[src/rtl/spi_shifter_pkg.sv]
// Shared definitions for the SPI serial data path: FSM state encoding,
// default frame width and the SCLK edge-flag selection helper.
package spi_shifter_pkg;

    localparam int SPI_DATA_WIDTH = 8;

    typedef enum logic [1:0] {
        ST_IDLE   = 2'd0,
        ST_LOADED = 2'd1,
        ST_XFER   = 2'd2
    } state_t;

    // The baud generator provides two flag sets; which one is meaningful
    // depends on whether the first SCLK transition is a send or a sample.
    function automatic logic sel_edge(input logic cpol,
                                      input logic cpha,
                                      input logic flag_odd,
                                      input logic flag_even);
        return (cpol ^ cpha) ? flag_odd : flag_even;
    endfunction

endpackage

[src/rtl/spi_shifter_if.sv]
// Bus bundle between the APB register block / baud generator (master side)
// and the SPI shifter (slave side).
// Optional feature macro: SPI_SHIFTER_LOOPBACK_EN adds loopback_i.
interface spi_shifter_if
    import spi_shifter_pkg::*;
#(
    parameter int DATA_WIDTH = SPI_DATA_WIDTH
);
    logic                  ss_i;
    logic                  cpol_i;
    logic                  cpha_i;
    logic                  lsbfe_i;
    logic                  send_data_i;
    logic [DATA_WIDTH-1:0] data_mosi_i;
    logic                  mosi_send_sclk_i;
    logic                  mosi_send_sclk0_i;
    logic                  miso_receive_sclk_i;
    logic                  miso_receive_sclk0_i;
    logic                  miso_i;
`ifdef SPI_SHIFTER_LOOPBACK_EN
    logic                  loopback_i;
`endif
    logic                  mosi_o;
    logic [DATA_WIDTH-1:0] data_miso_o;
    logic                  busy_o;
    logic                  rx_done_o;

    modport master (
        output ss_i, cpol_i, cpha_i, lsbfe_i, send_data_i, data_mosi_i,
        output mosi_send_sclk_i, mosi_send_sclk0_i,
        output miso_receive_sclk_i, miso_receive_sclk0_i, miso_i,
`ifdef SPI_SHIFTER_LOOPBACK_EN
        output loopback_i,
`endif
        input  mosi_o, data_miso_o, busy_o, rx_done_o
    );

    modport slave (
        input  ss_i, cpol_i, cpha_i, lsbfe_i, send_data_i, data_mosi_i,
        input  mosi_send_sclk_i, mosi_send_sclk0_i,
        input  miso_receive_sclk_i, miso_receive_sclk0_i, miso_i,
`ifdef SPI_SHIFTER_LOOPBACK_EN
        input  loopback_i,
`endif
        output mosi_o, data_miso_o, busy_o, rx_done_o
    );

endinterface

[src/rtl/spi_shifter_bit_counter.sv]
// Saturating bit counter with synchronous clear; tc flags that MAX was reached.
module spi_shifter_bit_counter #(
    parameter int MAX = 8,
    parameter int CW  = $clog2(MAX + 1)
) (
    input  logic          clk,
    input  logic          rst,
    input  logic          clr,
    input  logic          en,
    output logic [CW-1:0] cnt,
    output logic          tc
);
    assign tc = (cnt == CW'(MAX));

    // Count enabled events, holding at MAX; clear wins over enable.
    always_ff @(posedge clk or posedge rst) begin
        if (rst) begin
            cnt <= '0;
        end else if (clr) begin
            cnt <= '0;
        end else if (en && !tc) begin
            cnt <= cnt + CW'(1);
        end
    end

endmodule

[src/rtl/spi_shifter.sv]
// SPI master serial data path: shifts a parallel TX word out on mosi_o on
// send-edge flags and assembles the RX word from receive-edge flags.
// Optional feature macro: SPI_SHIFTER_LOOPBACK_EN (RX samples mosi_o when
// loopback_i=1).
module spi_shifter
    import spi_shifter_pkg::*;
#(
    parameter int DATA_WIDTH = SPI_DATA_WIDTH
) (
    input logic          PCLK,
    input logic          PRESET,
    spi_shifter_if.slave bus
);
    localparam int CW = $clog2(DATA_WIDTH + 1);

    state_t                state_q, state_d;
    logic                  load, abort, done, cnt_clr;
    logic                  tx_edge, rx_edge, tx_fire, rx_fire;
    logic [CW-1:0]         tx_cnt, rx_cnt, tx_idx, rx_idx;
    logic                  tx_tc, rx_tc;
    logic [DATA_WIDTH-1:0] tx_shift, rx_shift, rx_next, rx_mask, tx_aligned;
    logic                  tx_bit, rx_sample;
    logic                  mosi_q, rx_done_q;
    logic [DATA_WIDTH-1:0] data_miso_q;

    assign tx_edge = sel_edge(bus.cpol_i, bus.cpha_i,
                              bus.mosi_send_sclk_i, bus.mosi_send_sclk0_i);
    assign rx_edge = sel_edge(bus.cpol_i, bus.cpha_i,
                              bus.miso_receive_sclk_i, bus.miso_receive_sclk0_i);

    // TX may start in LOADED so the first bit is on the line before the first sample edge.
    assign tx_fire = (state_q != ST_IDLE) && !bus.ss_i && tx_edge && !tx_tc;
    assign rx_fire = (state_q == ST_XFER) && !bus.ss_i && rx_edge && !rx_tc;

    // Bit position for the current count in the selected bit order.
    assign tx_idx = bus.lsbfe_i ? tx_cnt : CW'(DATA_WIDTH - 1) - tx_cnt;
    assign rx_idx = bus.lsbfe_i ? rx_cnt : CW'(DATA_WIDTH - 1) - rx_cnt;

    assign tx_aligned = tx_shift >> tx_idx;
    assign tx_bit     = tx_aligned[0];

`ifdef SPI_SHIFTER_LOOPBACK_EN
    assign rx_sample = bus.loopback_i ? mosi_q : bus.miso_i;
`else
    assign rx_sample = bus.miso_i;
`endif

    // RX word with the sampled bit merged in; also the completed word on the last edge.
    assign rx_mask = {{(DATA_WIDTH-1){1'b0}}, 1'b1} << rx_idx;
    assign rx_next = rx_sample ? (rx_shift | rx_mask) : (rx_shift & ~rx_mask);

    assign cnt_clr = load | abort | done;

    spi_shifter_bit_counter #(.MAX(DATA_WIDTH), .CW(CW)) u_tx_cnt (
        .clk (PCLK),
        .rst (PRESET),
        .clr (cnt_clr),
        .en  (tx_fire),
        .cnt (tx_cnt),
        .tc  (tx_tc)
    );

    spi_shifter_bit_counter #(.MAX(DATA_WIDTH), .CW(CW)) u_rx_cnt (
        .clk (PCLK),
        .rst (PRESET),
        .clr (cnt_clr),
        .en  (rx_fire),
        .cnt (rx_cnt),
        .tc  (rx_tc)
    );

    // FSM state register.
    always_ff @(posedge PCLK or posedge PRESET) begin
        if (PRESET) begin
            state_q <= ST_IDLE;
        end else begin
            state_q <= state_d;
        end
    end

    // Next-state logic: loads only from IDLE, abort has priority over completion.
    always_comb begin
        state_d = state_q;
        load    = 1'b0;
        abort   = 1'b0;
        done    = 1'b0;
        case (state_q)
            ST_IDLE: begin
                if (bus.send_data_i) begin
                    state_d = ST_LOADED;
                    load    = 1'b1;
                end
            end
            ST_LOADED: begin
                if (!bus.ss_i) begin
                    state_d = ST_XFER;
                end
            end
            ST_XFER: begin
                if (bus.ss_i) begin
                    state_d = ST_IDLE;
                    abort   = 1'b1;
                end else if (rx_fire && (rx_cnt == CW'(DATA_WIDTH - 1))) begin
                    state_d = ST_IDLE;
                    done    = 1'b1;
                end
            end
            default: state_d = ST_IDLE;
        endcase
    end

    // Data path: TX latch, serial output, RX assembly and completed-word register.
    always_ff @(posedge PCLK or posedge PRESET) begin
        if (PRESET) begin
            tx_shift    <= '0;
            rx_shift    <= '0;
            mosi_q      <= 1'b0;
            data_miso_q <= '0;
            rx_done_q   <= 1'b0;
        end else begin
            rx_done_q <= done;
            if (load) begin
                tx_shift <= bus.data_mosi_i;
                rx_shift <= '0;
            end
            if (tx_fire) begin
                mosi_q <= tx_bit;
            end
            if (rx_fire) begin
                rx_shift <= rx_next;
            end
            if (done) begin
                data_miso_q <= rx_next;
            end
        end
    end

    assign bus.mosi_o      = mosi_q;
    assign bus.data_miso_o = data_miso_q;
    assign bus.busy_o      = (state_q != ST_IDLE);
    assign bus.rx_done_o   = rx_done_q;

endmodule
[src/flat_wrapper.sv]
// flat-port wrapper written by rule: the top's interface ports become plain ports
module spi_shifter_flat import spi_shifter_pkg::*;
#(
    parameter int DATA_WIDTH = SPI_DATA_WIDTH
)
  (PCLK, PRESET, bus_ss_i, bus_cpol_i, bus_cpha_i, bus_lsbfe_i, bus_send_data_i, bus_data_mosi_i, bus_mosi_send_sclk_i, bus_mosi_send_sclk0_i, bus_miso_receive_sclk_i, bus_miso_receive_sclk0_i, bus_miso_i, bus_mosi_o, bus_data_miso_o, bus_busy_o, bus_rx_done_o);
  spi_shifter_if #(.DATA_WIDTH(DATA_WIDTH)) bus_i ();
  input logic PCLK;
  input logic PRESET;
  input wire logic [$bits(bus_i.ss_i)-1:0] bus_ss_i;
  input wire logic [$bits(bus_i.cpol_i)-1:0] bus_cpol_i;
  input wire logic [$bits(bus_i.cpha_i)-1:0] bus_cpha_i;
  input wire logic [$bits(bus_i.lsbfe_i)-1:0] bus_lsbfe_i;
  input wire logic [$bits(bus_i.send_data_i)-1:0] bus_send_data_i;
  input wire logic [$bits(bus_i.data_mosi_i)-1:0] bus_data_mosi_i;
  input wire logic [$bits(bus_i.mosi_send_sclk_i)-1:0] bus_mosi_send_sclk_i;
  input wire logic [$bits(bus_i.mosi_send_sclk0_i)-1:0] bus_mosi_send_sclk0_i;
  input wire logic [$bits(bus_i.miso_receive_sclk_i)-1:0] bus_miso_receive_sclk_i;
  input wire logic [$bits(bus_i.miso_receive_sclk0_i)-1:0] bus_miso_receive_sclk0_i;
  input wire logic [$bits(bus_i.miso_i)-1:0] bus_miso_i;
  output wire logic [$bits(bus_i.mosi_o)-1:0] bus_mosi_o;
  output wire logic [$bits(bus_i.data_miso_o)-1:0] bus_data_miso_o;
  output wire logic [$bits(bus_i.busy_o)-1:0] bus_busy_o;
  output wire logic [$bits(bus_i.rx_done_o)-1:0] bus_rx_done_o;
  assign bus_i.ss_i = bus_ss_i;
  assign bus_i.cpol_i = bus_cpol_i;
  assign bus_i.cpha_i = bus_cpha_i;
  assign bus_i.lsbfe_i = bus_lsbfe_i;
  assign bus_i.send_data_i = bus_send_data_i;
  assign bus_i.data_mosi_i = bus_data_mosi_i;
  assign bus_i.mosi_send_sclk_i = bus_mosi_send_sclk_i;
  assign bus_i.mosi_send_sclk0_i = bus_mosi_send_sclk0_i;
  assign bus_i.miso_receive_sclk_i = bus_miso_receive_sclk_i;
  assign bus_i.miso_receive_sclk0_i = bus_miso_receive_sclk0_i;
  assign bus_i.miso_i = bus_miso_i;
  assign bus_mosi_o = bus_i.mosi_o;
  assign bus_data_miso_o = bus_i.data_miso_o;
  assign bus_busy_o = bus_i.busy_o;
  assign bus_rx_done_o = bus_i.rx_done_o;
  spi_shifter #(.DATA_WIDTH(DATA_WIDTH)) u_core (.PCLK(PCLK), .PRESET(PRESET), .bus(bus_i));
endmodule
[config.mk]
export PLATFORM = sky130hd
export DESIGN_NAME = spi_shifter_flat
export DESIGN_NICKNAME = d
export VERILOG_FILES = /design/src/rtl/spi_shifter_pkg.sv /design/src/rtl/spi_shifter_if.sv /design/src/rtl/spi_shifter_bit_counter.sv /design/src/rtl/spi_shifter.sv /design/src/flat_wrapper.sv
export SDC_FILE = /design/constraint.sdc
export NUM_CORES = 1
export LEC_CHECK = 0
export CAP_MARGIN = 20
export CORE_ASPECT_RATIO = 1.75
export CORE_UTILIZATION = 40
export DETAILED_ROUTE_END_ITERATION = 7
export DONT_BUFFER_PORTS = 1
export GPL_TIMING_DRIVEN = 0
export SYNTH_ARGS = -nofsm -noshare
export SYNTH_HDL_FRONTEND = slang
export SYNTH_SLANG_ARGS = --single-unit
[constraint.sdc]
create_clock -name PCLK -period 3.72 [get_ports PCLK]
set_input_delay 0.93 -clock PCLK [delete_from_list [all_inputs] [get_ports PCLK]]
set_output_delay 0.93 -clock PCLK [all_outputs]
set_load 0.05 [all_outputs]
==> flow_metrics.py <==
metrics = {
    "synthesis": {
        "synthTopCellsByCount": "dfrtp_1, nor2_1, a21oi_1",
        "ys_seq_elements": 36,
        "synth-edff-count": 0,
        "synth.most_common_cell": "dfrtp_1",
        "synthCells": 208,
        "ys_async_sr_fraction_pct": 100,
        "synth_ff_type": "dfrtp_1",
        "synth_cell_type_count": 47,
        "synth.area.top_cells": "dfrtp_1, mux2i_1, mux2_2, a21oi_1, nor2_1",
        "synth_top_cell_area_share_pct": 43.1,
        "syn_area_per_cell_um2": 10.0,
        "ys_warn_count": 0,
        "synth_fp_nets": 232,
        "syn_area_um2": 2090,
        "synth-seq-area-share_pct": 43.1,
        "yosys.area.top_type": "dfrtp_1",
    },
    "power": {
        "seq_power_share_pct": 48.7,
        "power.density_nw_per_um2": 466,
        "pwr-share-comb_pct": 24.8,
        "p_sw_share_pct": 34.0,
        "p_int_mw": 0.690,
        "p_clk_share_pct": 26.5,
        "peakVddDrop_v": 0.000326,
        "switchingPower_mw": 0.355,
        "p_leak_nw": 0.912,
        "p_total_mw": 1.05,
    },
    "critical_path": {
        "crit_family": "simple AND/OR/NAND/NOR gates",
        "cp_cell_sequence": "clkbuf_1 -> inv_1 -> ha_1 -> and3_1 -> nor4_2 -> mux2i_1 -> nor2_1",
        "cp-start-kind": "flip-flop",
        "crit_path_max_incr_delay_ps": 490,
        "cp_data_arrival_time_ps": 2490,
        "critPathBufInv": 2,
        "critPathRequiredTime_ps": 3900,
        "crit_slowest_cell": "nor4_2",
        "endpoint_kind": "flip-flop",
        "crit_fanout": 10,
        "criticalPathCategory": "reg -> reg",
    },
    "clocking": {
        "clockBufferDepth": 2,
        "post_cts_buffers": 0,
        "numCtsBuffers": 5,
        "clk_pin_slew_ps": 80,
        "cts_tree": "done",
        "cts_hold_buf": 0,
        "cts_sinks": 36,
        "cts.repair.resized": 0,
        "clkLatencyLatePin_ps": 290,
        "clock-root-buffer": "clkbuf_8",
        "htree_levels": 2,
    },
    "floorplan": {
        "fp.coreArea_um2": 4980,
        "dieArea_um2": 5530,
        "io_pins": 31,
        "die_x_um": 56.6,
        "core.rowCount": 34,
        "initial_core_util_pct": 42.0,
        "die_h_um": 97.6,
    },
    "global_route": {
        "grt_pass1_wl_um": 7700,
        "grt_overflow": 0,
        "antenna_found_initial": 0,
        "grt_max_degree": 37,
        "grt_usage_pct": 17.9,
        "grt_pass1_vias": 1639,
    },
    "timing": {
        "setup_viol": 0,
        "max_freq_ghz": 0.432,
        "skew_ps": 9.00,
        "drv_slew": 0,
        "tightest_slew_ps": 759,
        "tns_ps": 0,
        "slew_headroom_pct": 49.3,
        "fin_crit_ps": 2310,
        "hold_violations": 0,
        "grt_setup_unrepaired": "no",
        "finalCritPeriodShare_pct": 62.2,
    },
    "route": {
        "antenna_left": 0,
        "vias": 1624,
        "drtIter0Drc": 39,
        "drtPass1Iterations": 4,
        "finalWirelength_um": 4570,
        "post_drt_wl_per_cell_um": 16.9,
        "drcViolationCount": 0,
        "viasPerCell": 6.01,
    },
    "cells_and_area": {
        "diodes": 0,
        "n_fill_cell": 488,
        "final_nets": 239,
        "drive_above_1_share_pct": 14.8,
        "syn2layout_area_growth_pct": 7.31,
    },
    "job": {
        "drv_cap": 0,
    },
    "status": {
        "outcome": "completed",
    },
    "place": {
        "port_buffers": 0,
        "dpl.hpwl_um": 3330,
        "place.gp.congestion": 0.879,
    },
    "hold_path": {
        "hold_class": "reg -> reg",
    },
}
-- metal layers --
metal  global-route usage [%]  up-vias  wire (um)
li1                         -      786          -
met1                     18.4      796       1760
met2                     33.5       33       2570
met3                     2.93        9        131
met4                     9.01        0        107
met5                        0        -          0
-- layout by cell type (no fill, tap or decap), types with 2 or more instances in the layout --
cell	instances
nor2_1	23
mux2i_1	17
inv_1	8
o21ai_0	3
nor4bb_1	2
a221o_1	3
o211ai_1	2
or4_1	5
nand2b_1	2
nand2_1	3
nor3_1	3
xnor2_1	4
ha_1	4
nor4b_1	2
and3_1	4
clkbuf_1	10
nor2b_1	4
nand4_1	6
a21oi_1	20
dfrtp_1	36
a2111oi_0	2
clkbuf_8	5
a32o_1	5
nand3_1	2
buf_2	6
or3b_2	2
mux2_2	10
-- registers in the layout (all words and copies together) (netlist names) --
| signal | count |
|---|---|
| u_core.tx_shift | 8 |
| u_core.u_rx_cnt.cnt | 4 |
| u_core.bus.rx_done_o | 1 |
| u_core.state_q | 2 |
| u_core.bus.data_miso_o | 8 |
| u_core.u_tx_cnt.cnt | 4 |
| u_core.rx_shift | 8 |
| u_core.bus.mosi_o | 1 |
-- final timing paths --
check,startpoint,cells after the start,endpoint,slack [ps]
max,u_core.u_tx_cnt.cnt[1]$_DFFE_PP0P_,7,u_core.u_tx_cnt.cnt[1]$_DFFE_PP0P_,1410
min,u_core.rx_shift[6]$_DFFE_PP0P_,1,u_core.rx_shift[6]$_DFFE_PP0P_,490
max reg2reg,u_core.u_tx_cnt.cnt[1]$_DFFE_PP0P_,7,u_core.u_tx_cnt.cnt[1]$_DFFE_PP0P_,1410
min reg2reg,u_core.rx_shift[6]$_DFFE_PP0P_,1,u_core.rx_shift[6]$_DFFE_PP0P_,490
max in group asynchronous,PRESET,1,u_core.u_rx_cnt.cnt[0]$_DFFE_PP0P_,2580
min in group asynchronous,PRESET,1,u_core.bus.rx_done_o$_DFF_PP0_,650
-- layout make-up --
type | count | area [um^2] | area share [%]
plain buffers | 16 | 78.8 | 3.52
flip-flops and latches | 36 | 901 | 40.2
well taps | 54 | 67.6 | 3.01
inverters | 9 | 33.8 | 1.51
clock inverters | 1 | 8.76 | 0.391
multi-input cells | 147 | 1080 | 48.0
clock buffers | 7 | 76.3 | 3.40
-- kinds of logic (layout without fill, tap and decap cells) --
logic type,Yosys count,count (layout),synth area share (%)
flip-flops,36,36,43.1
multiplexers,27,27,13.5
XOR/XNOR,5,5,2.46
AO/OA/AOI/OAI,44,44,14.7
AND/OR/NAND/NOR,67,67,18.4
buffers and inverters,25,33,5.39
adder cells (fa/ha/maj),4,4,2.40
-- worst register-to-register path, stage by stage (launching register included) --
cell	delay [ps]
dfrtp_1	470
clkbuf_1	370
inv_1	150
ha_1	210
and3_1	200
nor4_2	490
mux2i_1	240
nor2_1	60
-- power groups by stage --
stage / logic, mW / clock network (mW) / registers [mW]
floorplan: 0.213 / 0 / 0.500
global placement: 0.256 / 0 / 0.515
finish: 0.259 / 0.277 / 0.509
detailed placement: 0.260 / 0 / 0.516
global route: 0.289 / 0.299 / 0.517
CTS: 0.261 / 0.286 / 0.508
-- stage by stage --
step / hold WS, ps / setup slack, ps / util (%) / std cells / area [um^2]
floorplan: 465 / 1460 / - / 208 / 2090
global placement: 473 / 1150 / 43.3 / 262 / 2160
detailed placement: 482 / 1150 / 43.3 / 262 / 2160
CTS: 498 / 1420 / 45.0 / 270 / 2240
global route: 507 / 1250 / 45.0 / 270 / 2240
finish: 495 / 1410 / 45.0 / 270 / 2240
No activity file was read; power rests on OpenSTA's default activity.
